## src/rtl/burst_pulse_gen_if.sv

```systemverilog
// Trigger/config and status bundle for burst_pulse_gen.
// master drives trigger and configuration; slave is the generator itself.
interface burst_pulse_gen_if #(
  parameter int unsigned CNT_W = 6,
  parameter int unsigned IDX_W = 4
);
  logic             ena;
  logic [CNT_W-1:0] hi_len;
  logic [CNT_W-1:0] lo_len;
  logic [IDX_W-1:0] n_pulses;
  logic             F;
  logic             flag;
  logic             busy;
  logic [CNT_W-1:0] cnt;
  logic [IDX_W-1:0] pulse_idx;

  modport master (
    output ena, hi_len, lo_len, n_pulses,
    input  F, flag, busy, cnt, pulse_idx
  );

  modport slave (
    input  ena, hi_len, lo_len, n_pulses,
    output F, flag, busy, cnt, pulse_idx
  );
endinterface

```

## src/rtl/burst_pulse_gen.sv

```systemverilog
// Edge-triggered burst generator: n pulses of hi cycles high / lo cycles low, then a done strobe.
// Optional macro BURST_RETRIGGER_EN: a new trigger edge during a burst restarts it.
module burst_pulse_gen #(
  parameter int unsigned CNT_W = 6,
  parameter int unsigned IDX_W = 4
) (
  input  logic                clk,
  input  logic                rst_n,
  burst_pulse_gen_if.slave    bus
);

  typedef enum logic [1:0] {
    IDLE = 2'd0,
    HIGH = 2'd1,
    LOW  = 2'd2
  } state_t;

  state_t           state_q, state_d;
  logic             ena_d;
  logic [CNT_W-1:0] hi_q, lo_q;
  logic [IDX_W-1:0] n_q;
  logic             f_q, flag_q, busy_q;
  logic [CNT_W-1:0] cnt_q;
  logic [IDX_W-1:0] idx_q;

  logic             f_d, flag_d, busy_d, load;
  logic [CNT_W-1:0] cnt_d;
  logic [IDX_W-1:0] idx_d;

  logic start, accept, go, empty;
  logic hi_done, lo_done, last_pulse;

  assign start = bus.ena & ~ena_d;

  // Whether a trigger edge is honoured depends on the retrigger build option
`ifdef BURST_RETRIGGER_EN
  assign accept = start;
`else
  assign accept = start & (state_q == IDLE);
`endif

  assign go         = accept & (bus.n_pulses != '0);
  assign empty      = accept & (bus.n_pulses == '0);
  assign hi_done    = (cnt_q == hi_q - CNT_W'(1));
  assign lo_done    = (cnt_q == lo_q - CNT_W'(1));
  assign last_pulse = (idx_q == n_q - IDX_W'(1));

  // State register
  always_ff @(posedge clk or negedge rst_n) begin
    if (!rst_n) state_q <= IDLE;
    else        state_q <= state_d;
  end

  // Next-state logic
  always_comb begin
    state_d = state_q;
    if (go) begin
      state_d = HIGH;
    end else if (empty) begin
      state_d = IDLE;
    end else begin
      case (state_q)
        IDLE: state_d = IDLE;
        HIGH: if (hi_done) state_d = LOW;
        LOW:  if (lo_done) state_d = last_pulse ? IDLE : HIGH;
        default: state_d = IDLE;
      endcase
    end
  end

  // Output/datapath next values
  always_comb begin
    f_d    = (state_d == HIGH);
    busy_d = (state_d != IDLE);
    flag_d = 1'b0;
    load   = 1'b0;
    cnt_d  = cnt_q;
    idx_d  = idx_q;
    if (accept) begin
      // An empty burst completes immediately
      load   = go;
      flag_d = empty;
      cnt_d  = '0;
      idx_d  = '0;
    end else begin
      case (state_q)
        HIGH: cnt_d = hi_done ? '0 : cnt_q + CNT_W'(1);
        LOW: begin
          if (lo_done) begin
            cnt_d = '0;
            if (last_pulse) begin
              idx_d  = '0;
              flag_d = 1'b1;
            end else begin
              idx_d = idx_q + IDX_W'(1);
            end
          end else begin
            cnt_d = cnt_q + CNT_W'(1);
          end
        end
        default: begin
          cnt_d = '0;
          idx_d = '0;
        end
      endcase
    end
  end

  // Registered outputs, trigger history and latched configuration
  always_ff @(posedge clk or negedge rst_n) begin
    if (!rst_n) begin
      ena_d  <= 1'b0;
      f_q    <= 1'b0;
      flag_q <= 1'b0;
      busy_q <= 1'b0;
      cnt_q  <= '0;
      idx_q  <= '0;
      hi_q   <= '0;
      lo_q   <= '0;
      n_q    <= '0;
    end else begin
      ena_d  <= bus.ena;
      f_q    <= f_d;
      flag_q <= flag_d;
      busy_q <= busy_d;
      cnt_q  <= cnt_d;
      idx_q  <= idx_d;
      if (load) begin
        hi_q <= (bus.hi_len == '0) ? CNT_W'(1) : bus.hi_len;
        lo_q <= (bus.lo_len == '0) ? CNT_W'(1) : bus.lo_len;
        n_q  <= bus.n_pulses;
      end
    end
  end

  assign bus.F         = f_q;
  assign bus.flag      = flag_q;
  assign bus.busy      = busy_q;
  assign bus.cnt       = cnt_q;
  assign bus.pulse_idx = idx_q;

endmodule
```

## src/flat_wrapper.sv

```systemverilog
// flat-port wrapper written by rule: the top's interface ports become plain ports
module burst_pulse_gen_flat 
#(
  parameter int unsigned CNT_W = 6,
  parameter int unsigned IDX_W = 4
)
  (clk, rst_n, bus_ena, bus_hi_len, bus_lo_len, bus_n_pulses, bus_F, bus_flag, bus_busy, bus_cnt, bus_pulse_idx);
  burst_pulse_gen_if #(.CNT_W(CNT_W), .IDX_W(IDX_W)) bus_i ();
  input  logic clk;
  input  logic rst_n;
  input wire logic [$bits(bus_i.ena)-1:0] bus_ena;
  input wire logic [$bits(bus_i.hi_len)-1:0] bus_hi_len;
  input wire logic [$bits(bus_i.lo_len)-1:0] bus_lo_len;
  input wire logic [$bits(bus_i.n_pulses)-1:0] bus_n_pulses;
  output wire logic [$bits(bus_i.F)-1:0] bus_F;
  output wire logic [$bits(bus_i.flag)-1:0] bus_flag;
  output wire logic [$bits(bus_i.busy)-1:0] bus_busy;
  output wire logic [$bits(bus_i.cnt)-1:0] bus_cnt;
  output wire logic [$bits(bus_i.pulse_idx)-1:0] bus_pulse_idx;
  assign bus_i.ena = bus_ena;
  assign bus_i.hi_len = bus_hi_len;
  assign bus_i.lo_len = bus_lo_len;
  assign bus_i.n_pulses = bus_n_pulses;
  assign bus_F = bus_i.F;
  assign bus_flag = bus_i.flag;
  assign bus_busy = bus_i.busy;
  assign bus_cnt = bus_i.cnt;
  assign bus_pulse_idx = bus_i.pulse_idx;
  burst_pulse_gen #(.CNT_W(CNT_W), .IDX_W(IDX_W)) u_core (.clk(clk), .rst_n(rst_n), .bus(bus_i));
endmodule
```

## config.mk

```make
export PLATFORM = sky130hd
export DESIGN_NAME = burst_pulse_gen_flat
export DESIGN_NICKNAME = d
export VERILOG_FILES = /design/src/rtl/burst_pulse_gen_if.sv /design/src/rtl/burst_pulse_gen.sv /design/src/flat_wrapper.sv
export SDC_FILE = /design/constraint.sdc
export NUM_CORES = 1
export LEC_CHECK = 0
export CAP_MARGIN = 20
export CORE_ASPECT_RATIO = 0.6
export CORE_UTILIZATION = 57
export DETAILED_ROUTE_END_ITERATION = 6
export PLACE_DENSITY = 0.82
export SLEW_MARGIN = 20
export SYNTH_ARGS = -nofsm -noshare
export SYNTH_HDL_FRONTEND = slang
export SYNTH_SLANG_ARGS = --single-unit
```

## constraint.sdc

```tcl
create_clock -name clk -period 3.8 [get_ports clk]
set_input_delay 0.38 -clock clk [delete_from_list [all_inputs] [get_ports clk]]
set_output_delay 0.38 -clock clk [all_outputs]
set_load 0.05 [all_outputs]
```

==> results.cfg, run 1 <==
[outcome]
status = finished clean

[setup_path]
path_cells = inv_1 -> ha_1 -> xnor2_1 -> or4_4 -> nor2_4 -> o21ai_1 -> mux2_1
crit_path_top_delay_cell = or4_4
start_kind = flip-flop
crit_type = flip-flop to flip-flop
max_stage_delay_ns = 0.59
path_buf_inv = 1
reg2reg_slack_ns = 1.43
critical_path.endpoint_type = flip-flop
worst-path-max-fanout = 5
crit_arrival_ns = 2.53
cp.required_ns = 3.96
path_delay_family = simple AND/OR/NAND/NOR gates

[floorplan]
die_width_um = 75.9
start_util = 0.625
dieArea_um2 = 3510
num_rows = 15
core_area_um2 = 2980
io_pins = 32
die-height_um = 46.3

[global_routing]
grt_pass1_wl_mm = 6.91
grt_pass1_vias = 1442
gr-usage-all-layers = 0.281
grt_max_degree = 33
antenna_found_initial = 0
grt_overflow_total = 0

[drt]
wl_mm = 4.25
vias_per_cell = 5.76
dr_total_vias = 1521
drt_iter0_markers = 70
drc_errors = 0
drt_first_pass_iters = 4
ant_nets = 0
wire_per_inst_um = 16.1

[power_and_ir_drop]
p_int_uw = 636
seqPwrFrac = 0.455
cellPowerDensity_nw_per_um2 = 393
p_switching_uw = 273
p_leak_nw = 0.956
p_clk_frac = 0.291
ir_worst_vdd_mv = 0.258
pwr-share-comb = 0.254
sw_frac_of_total = 0.300

[synthesis]
postSynth.asyncResetShare = 1.00
synthXorXnorAreaFrac = 0.108
syn-cell-area_um2 = 1870
synthAdderAreaFrac = 0.0604
synth_area_per_cell_um2 = 10.1
synth_compound_area_frac = 0.111
synth-edff-count = 0
synth_top_family_by_area = simple AND/OR/NAND/NOR gates
synth_cells = 185
synth-seq-cells = 32
yosysUniqueCellTypes = 45
synth_nets = 213
synth-simple-area-share = 0.192
ys_warn_count = 0
muxShareOfSynthArea = 0.0597
ys_seq_area_frac = 0.429
ys.flop_type = dfrtp_1

[placed_design]
postPlaceCellArea_um2 = 2230
port_buffers = 31
hpwl_mm = 3.25
place_congestion = 0.913

[layout]
final_nets = 249
final_area_um2 = 2320
drive_gt1_frac = 0.104
diodes = 0
area_growth_pct = 24.1

[clocking]
clock_path_buffers = 2
root_buffer = clkbuf_8
cts_tree = built
clk_pin_slew_worst_paths_ns = 0.06
clkSinkCount = 32
insertion_delay_ns = 0.28
cts_htree_levels = 2
post_cts.repair.setup_buffers = 0
hold_buffers = 0
cts_made_buffers = 5
cts_resized = 0

[timing]
fin_tns_setup_ns = 0
rsz0062_at_grt = no
fin_crit_ns = 2.37
relSlewSlack = 0.589
final_hold_viol_count = 0
maxSlewViolCount = 0
fin_skew_ns = 0.00355
setup_viol = 0
fmax_ghz = 0.422
period_share = 0.624
fin_hold_ws_ns = 0.494
worst_pin_slew_ns = 0.614

[min_path]
worstHoldPathType = primary input to async pin

[run]
max-cap-violations = 0
## cell type report
| cell class | count | area, µm² |
|---|---|---|
| inverters | 15 | 56.3 |
| well taps | 42 | 52.6 |
| repair buffers | 33 | 325 |
| multi-input cells | 134 | 991 |
| clock buffers | 8 | 90.1 |
| fillers | 188 | 668 |
| flip-flops and latches | 32 | 801 |
## through the flow
stage / util / total power, mW / cells / setup slack (ns)
after floorplan: - / 0.573 / 185 / 1.50
after global placement: 0.746 / 0.630 / 256 / 1.54
final: 0.776 / 0.909 / 264 / 1.43
after CTS: 0.776 / 0.911 / 264 / 1.46
after global routing: 0.776 / 0.960 / 264 / 1.35
after detailed placement: 0.746 / 0.644 / 256 / 1.44
## synthesized netlist by cell type, types with 3 or more instances
library cell / number / area share
xnor2_1: 19 / 0.089
nor3_1: 5 / 0.013
o21ai_0: 9 / 0.024
mux2_1: 5 / 0.030
ha_1: 9 / 0.060
xor2_1: 4 / 0.019
dfrtp_1: 32 / 0.43
nor4_2: 3 / 0.020
a21oi_1: 5 / 0.013
nand2_1: 12 / 0.024
mux2_2: 4 / 0.024
nand3b_1: 3 / 0.012
nor2_1: 16 / 0.032
inv_1: 15 / 0.030
nand3_1: 5 / 0.013
## worst paths after layout
check	start	to	depth (start not counted)
min in group clk	u_core.n_q[3]$_DFFE_PN0P_	u_core.n_q[3]$_DFFE_PN0P_	1
setup / recovery	u_core.lo_q[0]$_DFFE_PN0P_	u_core.bus.pulse_idx[0]$_DFFE_PN0P_	7
setup reg to reg	u_core.lo_q[0]$_DFFE_PN0P_	u_core.bus.pulse_idx[0]$_DFFE_PN0P_	7
hold reg to reg	u_core.n_q[3]$_DFFE_PN0P_	u_core.n_q[3]$_DFFE_PN0P_	1
max in group asynchronous	rst_n	u_core.hi_q[2]$_DFFE_PN0P_	2
hold / removal	rst_n	u_core.lo_q[4]$_DFFE_PN0P_	2
## power by group through the flow
stage | registers, mW | logic [mW] | clock network (mW)
6_report | 0.414 | 0.231 | 0.265
5_1_grt | 0.419 | 0.255 | 0.286
4_1_cts | 0.412 | 0.229 | 0.269
3_5_place_dp | 0.418 | 0.225 | 0
3_3_place_gp | 0.415 | 0.215 | 0
2_1_floorplan | 0.416 | 0.157 | 0
## cell families (layout without fill, tap and decap cells)
family | after synthesis | count (layout)
AOI/OAI and AO/OA | 31 | 31
xor gates and xnor gates | 23 | 23
adders and majority gates | 9 | 9
buffers and inverters | 19 | 56
DFF | 32 | 32
muxes | 10 | 10
and+or+nand+nor | 61 | 61
## layer usage
layer / global-route usage / share of wire
met1: 0.389 / 0.49
met2: 0.439 / 0.43
met3: 0.0700 / 0.055
met4: 0.0852 / 0.021
met5: 0 / 0
## flip-flops by register name (all words and copies together), names as in the netlist
signal	flops
u_core.bus.pulse_idx	4
u_core.bus.F	1
u_core.bus.cnt	6
u_core.bus.busy	1
u_core.lo_q	6
u_core.bus.flag	1
u_core.n_q	4
u_core.state_q	2
u_core.ena_d	1
u_core.hi_q	6
## placed cells by master (no fill, tap or decap), types with 3 or more instances in the layout
master / n
xor2_1: 4
mux2_2: 4
nor2_1: 16
mux2_1: 5
ha_1: 9
o21ai_0: 9
clkdlybuf4s50_1: 31
nand3b_1: 3
inv_1: 15
nor3_1: 5
a21oi_1: 5
dfrtp_1: 32
clkbuf_8: 6
nand3_1: 5
nor4_2: 3
xnor2_1: 19
nand2_1: 12
(Power assumes the default switching activity.)
==> inputs of run 2 (changes only) <==
Settings changed: CORE_UTILIZATION 57 to 47, PLACE_DENSITY 0.82 to 0.72.
Clock period 3.8 ns to 1.9 ns, I/O delays scaled along.
==> results.cfg, run 2 (synthesized netlist as in run 1, its figures left out) <==
[global_routing]
grt_overflow_total = 0
antenna_found_initial = 0
gr-usage-all-layers = 0.254
grt_max_degree = 33
grt_pass1_vias = 1699
grt_pass1_wl_mm = 8.11

[drt]
drc_errors = 0
dr_total_vias = 1675
dr_wl_met2_mm = 2.44
highest_layer = met4
wire_per_inst_um = 16.9
drt_first_pass_iters = 4
met1Wirelength_mm = 2.18
route.met3.wl_um = 350
vias_per_cell = 5.60
drt_iter0_markers = 93
ant_nets = 0
wl_mm = 5.04

[clocking]
clk_pin_slew_worst_paths_ns = 0.07
hold_buffers = 0
cts_tree = built
root_buffer = clkbuf_8
clock_path_buffers = 2
clkSinkCount = 32
insertion_delay_ns = 0.28
cts_made_buffers = 5
cts_htree_levels = 2

[timing]
setup_viol = 15
fin_ws_ns = -0.227
period_share = 1.12
maxSlewViolCount = 0
final_hold_viol_count = 0
fin_tns_setup_ns = -1.99
fin_crit_ns = 2.13
fmax_ghz = 0.470
worst_pin_slew_ns = 0.594
relSlewSlack = 0.601
rsz0062_at_grt = yes
fin_hold_ws_ns = 0.305
fin_skew_ns = 0.00497

[placed_design]
dp_worst_setup_slack_ns = -0.222
hpwl_mm = 3.46
dp.cells = 279
postPlaceCellArea_um2 = 2410
place_congestion = 0.814
port_buffers = 31

[setup_path]
ff2ff_path_depth = 8
reg2reg_slack_ns = -0.23
start_kind = flip-flop
r2r_end = u_core.bus.F$_DFF_PN0_
crit_arrival_ns = 2.33
r2r_start = u_core.lo_q[0]$_DFFE_PN0P_
worst-path-max-fanout = 4
cp.required_ns = 2.10
critical_path.endpoint_type = flip-flop
crit_type = flip-flop to flip-flop

[floorplan]
die_width_um = 83.3
num_rows = 17
die-height_um = 50.8
dieArea_um2 = 4230
io_pins = 32
core_area_um2 = 3720
start_util = 0.501

[layout]
final_cells = 299
drive_gt1_frac = 0.270
final_common_cell = clkdlybuf4s50_1
finish.utilization = 0.719
final_cell_mix = clkdlybuf4s50_1 (31), dfrtp_1 (29), buf_4 (26)
area_growth_pct = 43.5
diodes = 0
final_nets = 279
final_area_um2 = 2680

[power_and_ir_drop]
p_leak_nw = 1.13
ir_worst_vdd_mv = 0.561
total_power_mw = 1.99
cellPowerDensity_nw_per_um2 = 745

[run]
max-cap-violations = 0

[min_path]
worstHoldPathType = primary input to async pin

[outcome]
violations = negative setup slack
status = complete, but fails checks
-- run 2: changes by cell type in the layout (fill, tap and decap cells not counted), sizes merged --
| cell | previous run | this run |
|---|---|---|
| buf | 2 | 32 |
-- run 2: final cells by class --
type                       count  area (µm²)
multi-input combinational    134        1080
fill                         260        1050
sequential                    32         805
timing repair buffer          63         591
clock buffer                   8        90.1
tap                           47        58.8
inverter                      15        56.3
-- run 2: worst max path at each step --
stage	to	slack [ns]	depth (start not counted)	from
6_report	u_core.bus.F$_DFF_PN0_	-0.23	8	u_core.lo_q[0]$_DFFE_PN0P_
5_1_grt	u_core.bus.F$_DFF_PN0_	-0.32	8	u_core.lo_q[0]$_DFFE_PN0P_
4_1_cts	u_core.bus.pulse_idx[0]$_DFFE_PN0P_	-0.15	7	u_core.lo_q[0]$_DFFE_PN0P_
3_5_place_dp	u_core.bus.pulse_idx[0]$_DFFE_PN0P_	-0.22	7	u_core.lo_q[0]$_DFFE_PN0P_
3_3_place_gp	u_core.bus.F$_DFF_PN0_	-0.15	7	u_core.hi_q[0]$_DFFE_PN0P_
2_1_floorplan	u_core.bus.F$_DFF_PN0_	-0.18	6	u_core.bus.cnt[4]$_DFF_PN0_
-- run 2: worst max-delay path: stages (launching register included) --
cell,delay [ns]
dfrtp_1,0.40
buf_6,0.13
nor3_4,0.19
xnor2_1,0.10
or4_4,0.56
nor2_4,0.18
buf_6,0.12
nand4b_1,0.16
a31oi_1,0.20
-- run 2: layer usage --
metal | up-vias | global-route usage
met3 | 10 | 0.0609
met1 | 818 | 0.324
met4 | 0 | 0.0891
li1 | 783 | -
met5 | - | 0
met2 | 64 | 0.428
-- run 2: power by group --
part	internal, mW	total (mW)	switching, mW
sequential	0.752	0.826	0.0745
combinational	0.325	0.620	0.295
clock	0.295	0.547	0.251
total	1.37	1.99	0.621
-- run 2: timing repair --
action / 4_1_cts / 5_1_grt
setup buffers: 7 / 5
endpoints found under the setup margin: 15 / 23
pin swaps: 9 / 14
gates cloned: 0 / 0
gates resized for setup: 11 / 10
==> inputs of run 3 (changes only) <==
Settings changed: CAP_MARGIN 20 to default.
==> results of run 3 <==
No change in the layout: final DEF, timing and power equal those of run 2.
